`src/rtl/pshare_pkg.sv`:
```
// Shared types, constants and helpers for the pshare branch predictor.
// Counter arithmetic and index hashing live here so top and array agree.
package pshare_pkg;

    typedef enum logic [1:0] {
        SN = 2'b00,
        WN = 2'b01,
        WT = 2'b10,
        ST = 2'b11
    } ctr2_e;

    localparam logic [1:0] CTR2_RST = WN;

    function automatic logic [31:0] ctr_rst_val(input int w);
        return (32'h1 << (w - 1)) - 32'h1;
    endfunction

    function automatic logic [31:0] sat_upd(
        input logic [31:0] c,
        input logic        inc,
        input int          w
    );
        logic [31:0] max;
        max = (32'h1 << w) - 32'h1;
        if (inc)
            return (c == max) ? c : c + 32'h1;
        return (c == 32'h0) ? c : c - 32'h1;
    endfunction

    function automatic logic [31:0] bht_index(
        input logic [31:0] pc,
        input int          bits
    );
        return (pc >> 2) & ((32'h1 << bits) - 32'h1);
    endfunction

    function automatic logic [31:0] pht_index(
        input logic [31:0] pc,
        input logic [31:0] hist,
        input int          hw
    );
        return ((pc >> 2) ^ hist) & ((32'h1 << hw) - 32'h1);
    endfunction

endpackage

```
`src/rtl/pshare_ctr_array.sv`:
```
// Pattern history table: saturating counters with one combinational
// read port and one read-modify-write training port.
module pshare_ctr_array
    import pshare_pkg::*;
#(
    parameter int HIST_W = 4,
    parameter int CTR_W  = 2
) (
    input  logic              clk,
    input  logic              rst_n,
    input  logic [HIST_W-1:0] i_rd_idx,
    output logic [CTR_W-1:0]  o_rd_ctr,
    input  logic              i_wr_en,
    input  logic [HIST_W-1:0] i_wr_idx,
    input  logic              i_wr_taken
);

    localparam int N = 1 << HIST_W;
    localparam logic [31:0] RST32 = ctr_rst_val(CTR_W);
    localparam logic [CTR_W-1:0] CTR_RST = RST32[CTR_W-1:0];

    logic [CTR_W-1:0] r_ctr [N];
    logic [CTR_W-1:0] w_cur;
    logic [31:0]      w_sat;
    logic [CTR_W-1:0] w_next;

    assign o_rd_ctr = r_ctr[i_rd_idx];
    assign w_cur    = r_ctr[i_wr_idx];
    assign w_sat    = sat_upd(32'(w_cur), i_wr_taken, CTR_W);
    assign w_next   = w_sat[CTR_W-1:0];

    always_ff @(posedge clk or negedge rst_n) begin
        if (!rst_n) begin
            for (int i = 0; i < N; i++)
                r_ctr[i] <= CTR_RST;
        end else if (i_wr_en) begin
            r_ctr[i_wr_idx] <= w_next;
        end
    end

endmodule

```
`src/rtl/pshare_predictor.sv`:
```
// Local-history (pshare) direction and target predictor with
// registered lookup, same-edge training and wrapping statistics.
module pshare_predictor
    import pshare_pkg::*;
#(
    parameter int ADDR_W   = 32,
    parameter int BHT_BITS = 4,
    parameter int HIST_W   = 4,
    parameter int CTR_W    = 2,
    parameter int CNT_W    = 32
) (
    input  logic              clk,
    input  logic              reset,
    input  logic              lookup_valid,
    input  logic [ADDR_W-1:0] lookup_pc,
    output logic              pred_valid,
    output logic              pred_taken,
    output logic [ADDR_W-1:0] pred_target,
    input  logic              upd_valid,
    input  logic [ADDR_W-1:0] upd_pc,
    input  logic              upd_taken,
    input  logic [ADDR_W-1:0] upd_target,
    input  logic              upd_pred_taken,
    output logic [CNT_W-1:0]  total_branch,
    output logic [CNT_W-1:0]  mispredicts
);

    localparam int NB = 1 << BHT_BITS;

    logic [HIST_W-1:0] r_bht   [NB];
    logic [ADDR_W-1:0] r_tgt   [NB];
    logic              r_tgt_v [NB];

    logic              r_pred_valid;
    logic              r_pred_taken;
    logic [ADDR_W-1:0] r_pred_target;
    logic [CNT_W-1:0]  r_total;
    logic [CNT_W-1:0]  r_mis;

    logic [31:0]         w_lk_b32;
    logic [31:0]         w_lk_p32;
    logic [31:0]         w_up_b32;
    logic [31:0]         w_up_p32;
    logic [BHT_BITS-1:0] w_lk_bidx;
    logic [HIST_W-1:0]   w_lk_pidx;
    logic [BHT_BITS-1:0] w_up_bidx;
    logic [HIST_W-1:0]   w_up_pidx;
    logic [CTR_W-1:0]    w_rd_ctr;
    logic                w_lk_taken;
    logic [ADDR_W-1:0]   w_lk_target;
    logic [HIST_W-1:0]   w_up_hist;

    assign w_lk_b32  = bht_index(32'(lookup_pc), BHT_BITS);
    assign w_lk_bidx = w_lk_b32[BHT_BITS-1:0];
    assign w_lk_p32  = pht_index(32'(lookup_pc),
                                 32'(r_bht[w_lk_bidx]), HIST_W);
    assign w_lk_pidx = w_lk_p32[HIST_W-1:0];

    assign w_up_b32  = bht_index(32'(upd_pc), BHT_BITS);
    assign w_up_bidx = w_up_b32[BHT_BITS-1:0];
    assign w_up_hist = r_bht[w_up_bidx];
    assign w_up_p32  = pht_index(32'(upd_pc), 32'(w_up_hist), HIST_W);
    assign w_up_pidx = w_up_p32[HIST_W-1:0];

    pshare_ctr_array #(
        .HIST_W (HIST_W),
        .CTR_W  (CTR_W)
    ) u_ctr (
        .clk        (clk),
        .rst_n      (reset),
        .i_rd_idx   (w_lk_pidx),
        .o_rd_ctr   (w_rd_ctr),
        .i_wr_en    (upd_valid),
        .i_wr_idx   (w_up_pidx),
        .i_wr_taken (upd_taken)
    );

    assign w_lk_taken  = w_rd_ctr[CTR_W-1];
    // Fall through when not taken or no trained target exists yet.
    assign w_lk_target = (w_lk_taken && r_tgt_v[w_lk_bidx])
                       ? r_tgt[w_lk_bidx]
                       : lookup_pc + ADDR_W'(4);

    always_ff @(posedge clk or negedge reset) begin
        if (!reset) begin
            r_pred_valid  <= 1'b0;
            r_pred_taken  <= 1'b0;
            r_pred_target <= '0;
        end else begin
            r_pred_valid <= lookup_valid;
            if (lookup_valid) begin
                r_pred_taken  <= w_lk_taken;
                r_pred_target <= w_lk_target;
            end
        end
    end

    always_ff @(posedge clk or negedge reset) begin
        if (!reset) begin
            for (int i = 0; i < NB; i++) begin
                r_bht[i]   <= '0;
                r_tgt[i]   <= '0;
                r_tgt_v[i] <= 1'b0;
            end
        end else if (upd_valid) begin
            r_bht[w_up_bidx] <= {w_up_hist[HIST_W-2:0], upd_taken};
            if (upd_taken) begin
                r_tgt[w_up_bidx]   <= upd_target;
                r_tgt_v[w_up_bidx] <= 1'b1;
            end
        end
    end

    always_ff @(posedge clk or negedge reset) begin
        if (!reset) begin
            r_total <= '0;
            r_mis   <= '0;
        end else if (upd_valid) begin
            r_total <= r_total + CNT_W'(1);
            if (upd_taken != upd_pred_taken)
                r_mis <= r_mis + CNT_W'(1);
        end
    end

    assign pred_valid   = r_pred_valid;
    assign pred_taken   = r_pred_taken;
    assign pred_target  = r_pred_target;
    assign total_branch = r_total;
    assign mispredicts  = r_mis;

endmodule

```
`config.mk`:
```
export PLATFORM = sky130hd
export DESIGN_NAME = pshare_predictor
export DESIGN_NICKNAME = d
export VERILOG_FILES = /design/src/rtl/pshare_pkg.sv /design/src/rtl/pshare_ctr_array.sv /design/src/rtl/pshare_predictor.sv
export SDC_FILE = /design/constraint.sdc
export NUM_CORES = 1
export LEC_CHECK = 0
export BUFFER_PORTS_ARGS = -buffer_cell sky130_fd_sc_hd__buf_2
export CAP_MARGIN = 20
export CORE_MARGIN = 2
export CORE_UTILIZATION = 45
export CTS_CLUSTER_SIZE = 12
export DETAILED_ROUTE_END_ITERATION = 16
export GPL_ROUTABILITY_DRIVEN = 0
export GPL_TIMING_DRIVEN = 0
export MAX_ROUTING_LAYER = met4
export PLACE_DENSITY = 0.63
export SLEW_MARGIN = 15
export SYNTH_ARGS = -nofsm -noshare
export SYNTH_HDL_FRONTEND = slang
export SYNTH_SLANG_ARGS = --single-unit
```
`constraint.sdc`:
```
create_clock -name clk -period 3.8 [get_ports clk]
set_clock_uncertainty 0.2 [all_clocks]
set_input_delay 0 -clock clk [delete_from_list [all_inputs] [get_ports clk]]
set_output_delay 0 -clock clk [all_outputs]
set_load 0.02 [all_outputs]
```
Word-level counts from Yosys, hierarchy flattened
Index checks and enable logic that the tools add are counted.
W data, S select, Z words.
- register bits after elaboration: 722
- input port bits: 102
- output and inout bits: 98
- logic and storage cells: 130
- add/sub/neg operators: 5
- magnitude comparators: 6
- equality and inequality tests: 2
- muxes and demuxes: 35
- bitwise logic cells: 7
- reductions and logical operators: 6
- operators by type and width (cell ; count):
    $bwmux W512 ; 1
    $bmux W32 S4 ; 1
    $demux W32 S4 ; 1
    $mux W32 ; 4
    $add A32 B1 Y32 const B ; 2
    $bwmux W64 ; 1
    $add A32 B3 Y32 const B ; 1
    $bmux W4 S4 ; 2
    $bwmux W32 ; 1
    $ge A5 B5 Y1 const B ; 4
    $mux W4 ; 5
    $not A4 Y5 ; 4
    $mux W2 ; 9
    $bmux W2 S4 ; 2
    $demux W4 S4 ; 1
    $or A16 B16 Y16 ; 1
    $lt A5 B1 Y1 const B ; 2
    $demux W2 S4 ; 1
    $xor A4 B4 Y4 ; 2
    $bmux W1 S4 ; 1
    $demux W1 S4 ; 1
    $mux W1 ; 4
    $reduce_and A2 Y1 ; 2
    $logic_and A1 B1 Y1 ; 3
    other kinds (5) ; 5

Depth between registers and ports, before layout
- word-level depth: 14
- depth in mapped cells: 13
- depth with buffers taken out: 9

Modules after synthesis
From an unflattened synthesis, not the netlist that was laid out.
- cell total of the unflattened synthesis: 2256
- area, all modules: 33767.4 um^2
- modules (own cells, without submodules) (module ; times used ; cells each ; area each (um^2) ; seq. area each (um^2)):
    pshare_predictor ; 1 ; 2115 ; 31806.8 ; 17266.6
    pshare_ctr_array ; 1 ; 141 ; 1960.6 ; 820.8

Worst setup path after synthesis
Ideal clock, no wire load.
- path kind: reg2reg
- start: register r_bht[0] (netlist name)
- end: register u_ctr.r_ctr[0] (netlist name)
- library setup time: 82 ps
- data arrival time: 3152 ps
- path slack: 366 ps
- stages on the path, launching flop included: 12
- buffers on the path: 2
- cell sequence: dfrtp_1 mux4_2 a22oi_2 nand2_2 xor2_2 buf_6 mux2_1 a22o_1 or3_1 maj3_2 buf_6 mux2_2
- word-level cells in the longest chain between the ends: 13
- elaborated cells between the ends (all ways): 22
- classes of those cells: 2 x add/sub; 2 x order compare; 1 x eq/ne; 13 x mux; 2 x bitwise; 2 x reduce/logical
- ends and longest elaborated chain (element ; line ; text):
    start: declaration ; pshare_predictor.sv:30 ; logic [HIST_W-1:0] r_bht [NB];
    start signal: indexed assignment ; pshare_predictor.sv:106 ; r_bht[w_up_bidx] <= {w_up_hist[HIST_W-2:0], upd_taken};
    $bmux W4 S4 * ; pshare_predictor.sv:61 ; assign w_up_hist = r_bht[w_up_bidx];
    $mux W4 (implied by the code) * (2 in series) ; pshare_predictor.sv:61 ;
    $xor A4 B4 Y4 * ; pshare_pkg.sv:42 ; return ((pc >> 2) ^ hist) & ((32'h1 << hw) - 32'h1);
    $not A4 Y5 (implied by the code) * ; pshare_ctr_array.sv:28, pshare_ctr_array.sv:37 ;
    $bmux W2 S4 ; pshare_ctr_array.sv:28 ; assign w_cur = r_ctr[i_wr_idx];
    $mux W2 (implied by the code) (2 in series) ; pshare_ctr_array.sv:28 ;
    $add A2 B1 Y2 / $eq A2 B2 Y1 (equally long branches) ; pshare_pkg.sv:26 ; return (c == max) ? c : c + 32'h1;
    $mux W2 ; pshare_pkg.sv:26 ;
    $mux W2 ; pshare_pkg.sv:25 ; if (inc)
    $mux W2 ; pshare_pkg.sv:27 ; return (c == 32'h0) ? c : c - 32'h1;
    $bwmux W32 * ; pshare_ctr_array.sv:37 ; r_ctr[i_wr_idx] <= w_next;
    end signal: indexed assignment ; pshare_ctr_array.sv:37 ;
    end: declaration ; pshare_ctr_array.sv:22 ; logic [CTR_W-1:0] r_ctr [N];
Every way passes the cells marked *; elsewhere a longest branch is shown, timed or not. The select of a mux whose other input is x is not followed.
A chain may end at the register's enable or synchronous reset.

Worst setup path after layout
- start: register r_bht[52] (netlist name)
- end: register r_pred_target[3], in the netlist pred_target[3]
- word-level cells in the longest chain between the ends: 10
- ends and longest elaborated chain (element ; line ; text):
    $bmux W4 S4 ; pshare_predictor.sv:56 ; 32'(r_bht[w_lk_bidx]), HIST_W);
    $mux W4 (implied by the code) (2 in series) ; pshare_predictor.sv:56 ;
    $xor A4 B4 Y4 ; pshare_pkg.sv:42 ;
    $not A4 Y5 (implied by the code) ; pshare_ctr_array.sv:27 ; assign o_rd_ctr = r_ctr[i_rd_idx];
    $bmux W2 S4 ; pshare_ctr_array.sv:27 ;
    $mux W2 (implied by the code) (2 in series) ; pshare_ctr_array.sv:27 ;
    $logic_and A1 B1 Y1 ; pshare_predictor.sv:80 ; assign w_lk_target = (w_lk_taken && r_tgt_v[w_lk_bidx])
    $mux W32 ; pshare_predictor.sv:81 ; ? r_tgt[w_lk_bidx]
    end signal: assignment ; pshare_predictor.sv:93 ; r_pred_target <= w_lk_target;
    end: declaration ; pshare_predictor.sv:36 ; logic [ADDR_W-1:0] r_pred_target;
No other way between the ends. The select of a mux whose other input is x is not followed.

==> results.sh <==
export IMPL_syn_avg_cell_area_um2=14.79
export IMPL_grt_pass1_vias=22867
export IMPL_yosysTopAreaCellShare=0.5232
export IMPL_grt_usage=0.2473
export IMPL_die_h_um=277.9
export IMPL_p_total_mw=23.43
export IMPL_synth_nets=2389
export IMPL_outcome="finished, violations left"
export IMPL_worst_pin_slew_ps=1137
export IMPL_netlist_area_um2=33770
export IMPL_fmax_mhz=263.4
export IMPL_slew_headroom=0.2422
export IMPL_vias=21677
export IMPL_synth_main_ff_cell="dfrtp_1"
export IMPL_die_width_um=277.9
export IMPL_clkTransAtPathRegs_ps=60
export IMPL_multiInputGateArea_um2=15040
export IMPL_dieArea_um2=77250
export IMPL_clk_latency_ps=630
export IMPL_dp_slack_ps=-972.5
export IMPL_cts_buffers=79
export IMPL_coreArea_um2=74320
export IMPL_drt_pass1_iter_count=5
export IMPL_nFillCells=6098
export IMPL_cts_sinks=722
export IMPL_clock_path_buffers=3
export IMPL_layout_drive_gt1_share=0.4451
export IMPL_rows=100
export IMPL_finalWorstSetupSlack_ps=4.032
export IMPL_grt_pass1_wl_mm=141.2
export IMPL_post_synth_top_area_cell="dfrtp_1"
export IMPL_drt_wl_total_mm=92.19
export IMPL_max_cap_violations=0
export IMPL_grt_setup_unrepaired="yes"
export IMPL_ys_ff_latch=722
export IMPL_yosysWarnings=0
export IMPL_synth_edf_count=0
export IMPL_syn_instance_count=2284
export IMPL_yosysSeqAreaShare=0.5356
export IMPL_hold_viol=1
export IMPL_end_kind="register"
export IMPL_wl_per_cell_um=25.14
export IMPL_synthTopCellsByArea="dfrtp_1, mux2_2, mux4_2, xnor2_1, clkbuf_1"
export IMPL_clk_root_buffer_cell="clkbuf_16"
export IMPL_ioPinCount=200
export IMPL_min_period_ps=3796
export IMPL_antenna_found_initial=2
export IMPL_nets=2744
export IMPL_cp_max_fo=5
export IMPL_synthArstFlopShare=1.000
export IMPL_post_drt_via_cell_ratio=5.911
export IMPL_fin_crit_sh=0.9989
export IMPL_drt_iter0_drc=1721
export IMPL_ir_drop_uv=325.3
export IMPL_power_density_nw_per_um2=586.9
export IMPL_seq_area_um2=18090
export IMPL_port_buffers=167
export IMPL_worstSetupStartpointType="register"
export IMPL_required_ps=4080
export IMPL_cts_tree="yes"
export IMPL_grt_max_degree=115
export IMPL_p_leak_nw=18.09
export IMPL_ys_types=55
export IMPL_drc=0
export IMPL_drtAntennaViolNets=0
export IMPL_setup_viol=0
export IMPL_areaGrowthSynthToFinish_pct=18.24
export IMPL_overflow=0
export IMPL_htreeDepth=3
export IMPL_crit_type="reg2reg"
export IMPL_drv_slew=0
export IMPL_start_util=0.4544
export IMPL_violations="hold timing"
export IMPL_hold_ws_ps=-6.565
export IMPL_cp_arrival_ps=4080
export IMPL_hp_class="in2reg"
export IMPL_dpl_hpwl_mm=61.99
## placed cells by master (no fill, tap or decap), types with 3 or more instances in the layout
cell	synthesis	final
mux2_2	600	600
and2_1	6	6
nand2b_1	29	29
buf_8	0	3
dlygate4sd3_1	0	92
xor2_1	26	26
buf_6	5	10
dfrtp_1	706	706
clkbuf_16	0	83
buf_12	0	3
clkbuf_1	131	132
nand3_2	0	9
buf_1	10	7
clkinv_2	0	11
xnor2_1	65	65
mux2i_1	16	14
nor2b_1	6	6
buf_2	18	181
nand2_1	121	120
buf_4	0	3
nor2_1	64	64
and3_1	21	21
clkbuf_2	0	13
a22oi_2	2	3
and4b_1	8	8
ha_1	3	3
o221ai_1	26	25
inv_1	36	36
nand4_1	19	19
and4_1	6	6
buf_16	0	8
mux2_4	9	9
clkbuf_8	0	20
nand3_1	59	49
a21oi_1	17	16
mux4_2	204	204
dfstp_2	16	16
o21ai_0	14	14
a211oi_1	8	8
## timing repair
action                     4_1_cts  5_1_grt
setup buffers                    2        2
resized for setup               36       36
pin swaps                        3        5
hold endpoints to repair       861        0
hold buffers                    93        0
setup endpoints to repair       52      104
cloned                           0        2
## cell families after synthesis
group,after synthesis,synth area share
adders and majority gates,5,0.001779
AOI/OAI and AO/OA,78,0.01634
DFF,722,0.5356
buffers and inverters,200,0.02401
muxes,832,0.3463
and+or+nand+nor,354,0.05139
xor gates and xnor gates,93,0.02457
## cells in the mapped netlist, drive strengths merged (15+ instances only)
library cell	instances
a21oi	17
and3	21
buf	33
clkbuf	131
dfrtp	706
dfstp	16
inv	36
mux2	611
mux2i	16
mux4	205
nand2	122
nand2b	29
nand3	59
nand4	19
nor2	64
o21ai	15
o221ai	26
xnor2	66
xor2	27
## power breakdown
group | internal, mW | leakage [nW] | switching (mW)
registers | 9.38 | 9.23 | 0.981
logic | 2.88 | 7.58 | 2.51
clock network | 4.49 | 1.28 | 3.20
## metal layers
metal	wire length (um)	vias up	GRT usage	share of wire
li1	-	9145	-	-
met1	40410	11666	0.3358	0.44
met3	5627	156	0.04248	0.061
met4	2036	0	0.06389	0.022
met5	0	-	-	0
met2	44120	710	0.3888	0.48
## critical path, stage by stage, from the launching register on
cell and delay, ps:
dfrtp_1 400, mux4_2 480, mux4_2 550, xnor2_4 180
buf_12 140, mux4_2 500, mux2i_1 220, mux2i_1 130
buf_6 180, nand2_8 120, buf_12 170, mux2i_4 270
a21oi_2 70
## worst paths after layout
check,startpoint,to,slack [ps],cells past startpoint
worst min-delay path,upd_pc[2],r_bht[9],-7,5
worst max register to register,r_bht[52],pred_target[3],4,12
min in group asynchronous,reset,u_ctr.r_ctr[0],350,3
max in group asynchronous,reset,r_tgt[179],1770,6
worst min register to register,r_tgt_v[15],r_tgt_v[15],260,1
worst max-delay path,r_bht[52],pred_target[3],4,12
## layout make-up
class	count	area share
clock buffer	120	0.05998
antenna	2	0.0001253
inverter	36	0.003384
clock inverter	18	0.005045
timing repair buffer	276	0.05258
buffer	161	0.01883
multi-input combinational	1363	0.3767
tap	969	0.03036
sequential	722	0.4530
## registers in the layout, indices dropped and copies added (netlist names), 16 cells and up
name,flops
mispredicts,32
pred_target,32
r_bht,64
r_tgt,512
r_tgt_v,16
total_branch,32
u_ctr.r_ctr,32
## per-stage QoR
stage	setup TNS, ps	std cells	utilization	area [um2]
2_1_floorplan	0	2284	-	33770
3_3_place_gp	-8435100	3420	0.4819	35820
3_5_place_dp	-31230	3429	0.4849	36040
4_1_cts	0	3661	0.5349	39750
5_1_grt	-331.4	3667	0.5372	39930
6_report	0	3667	0.5372	39930
(Power assumes the default switching activity.)
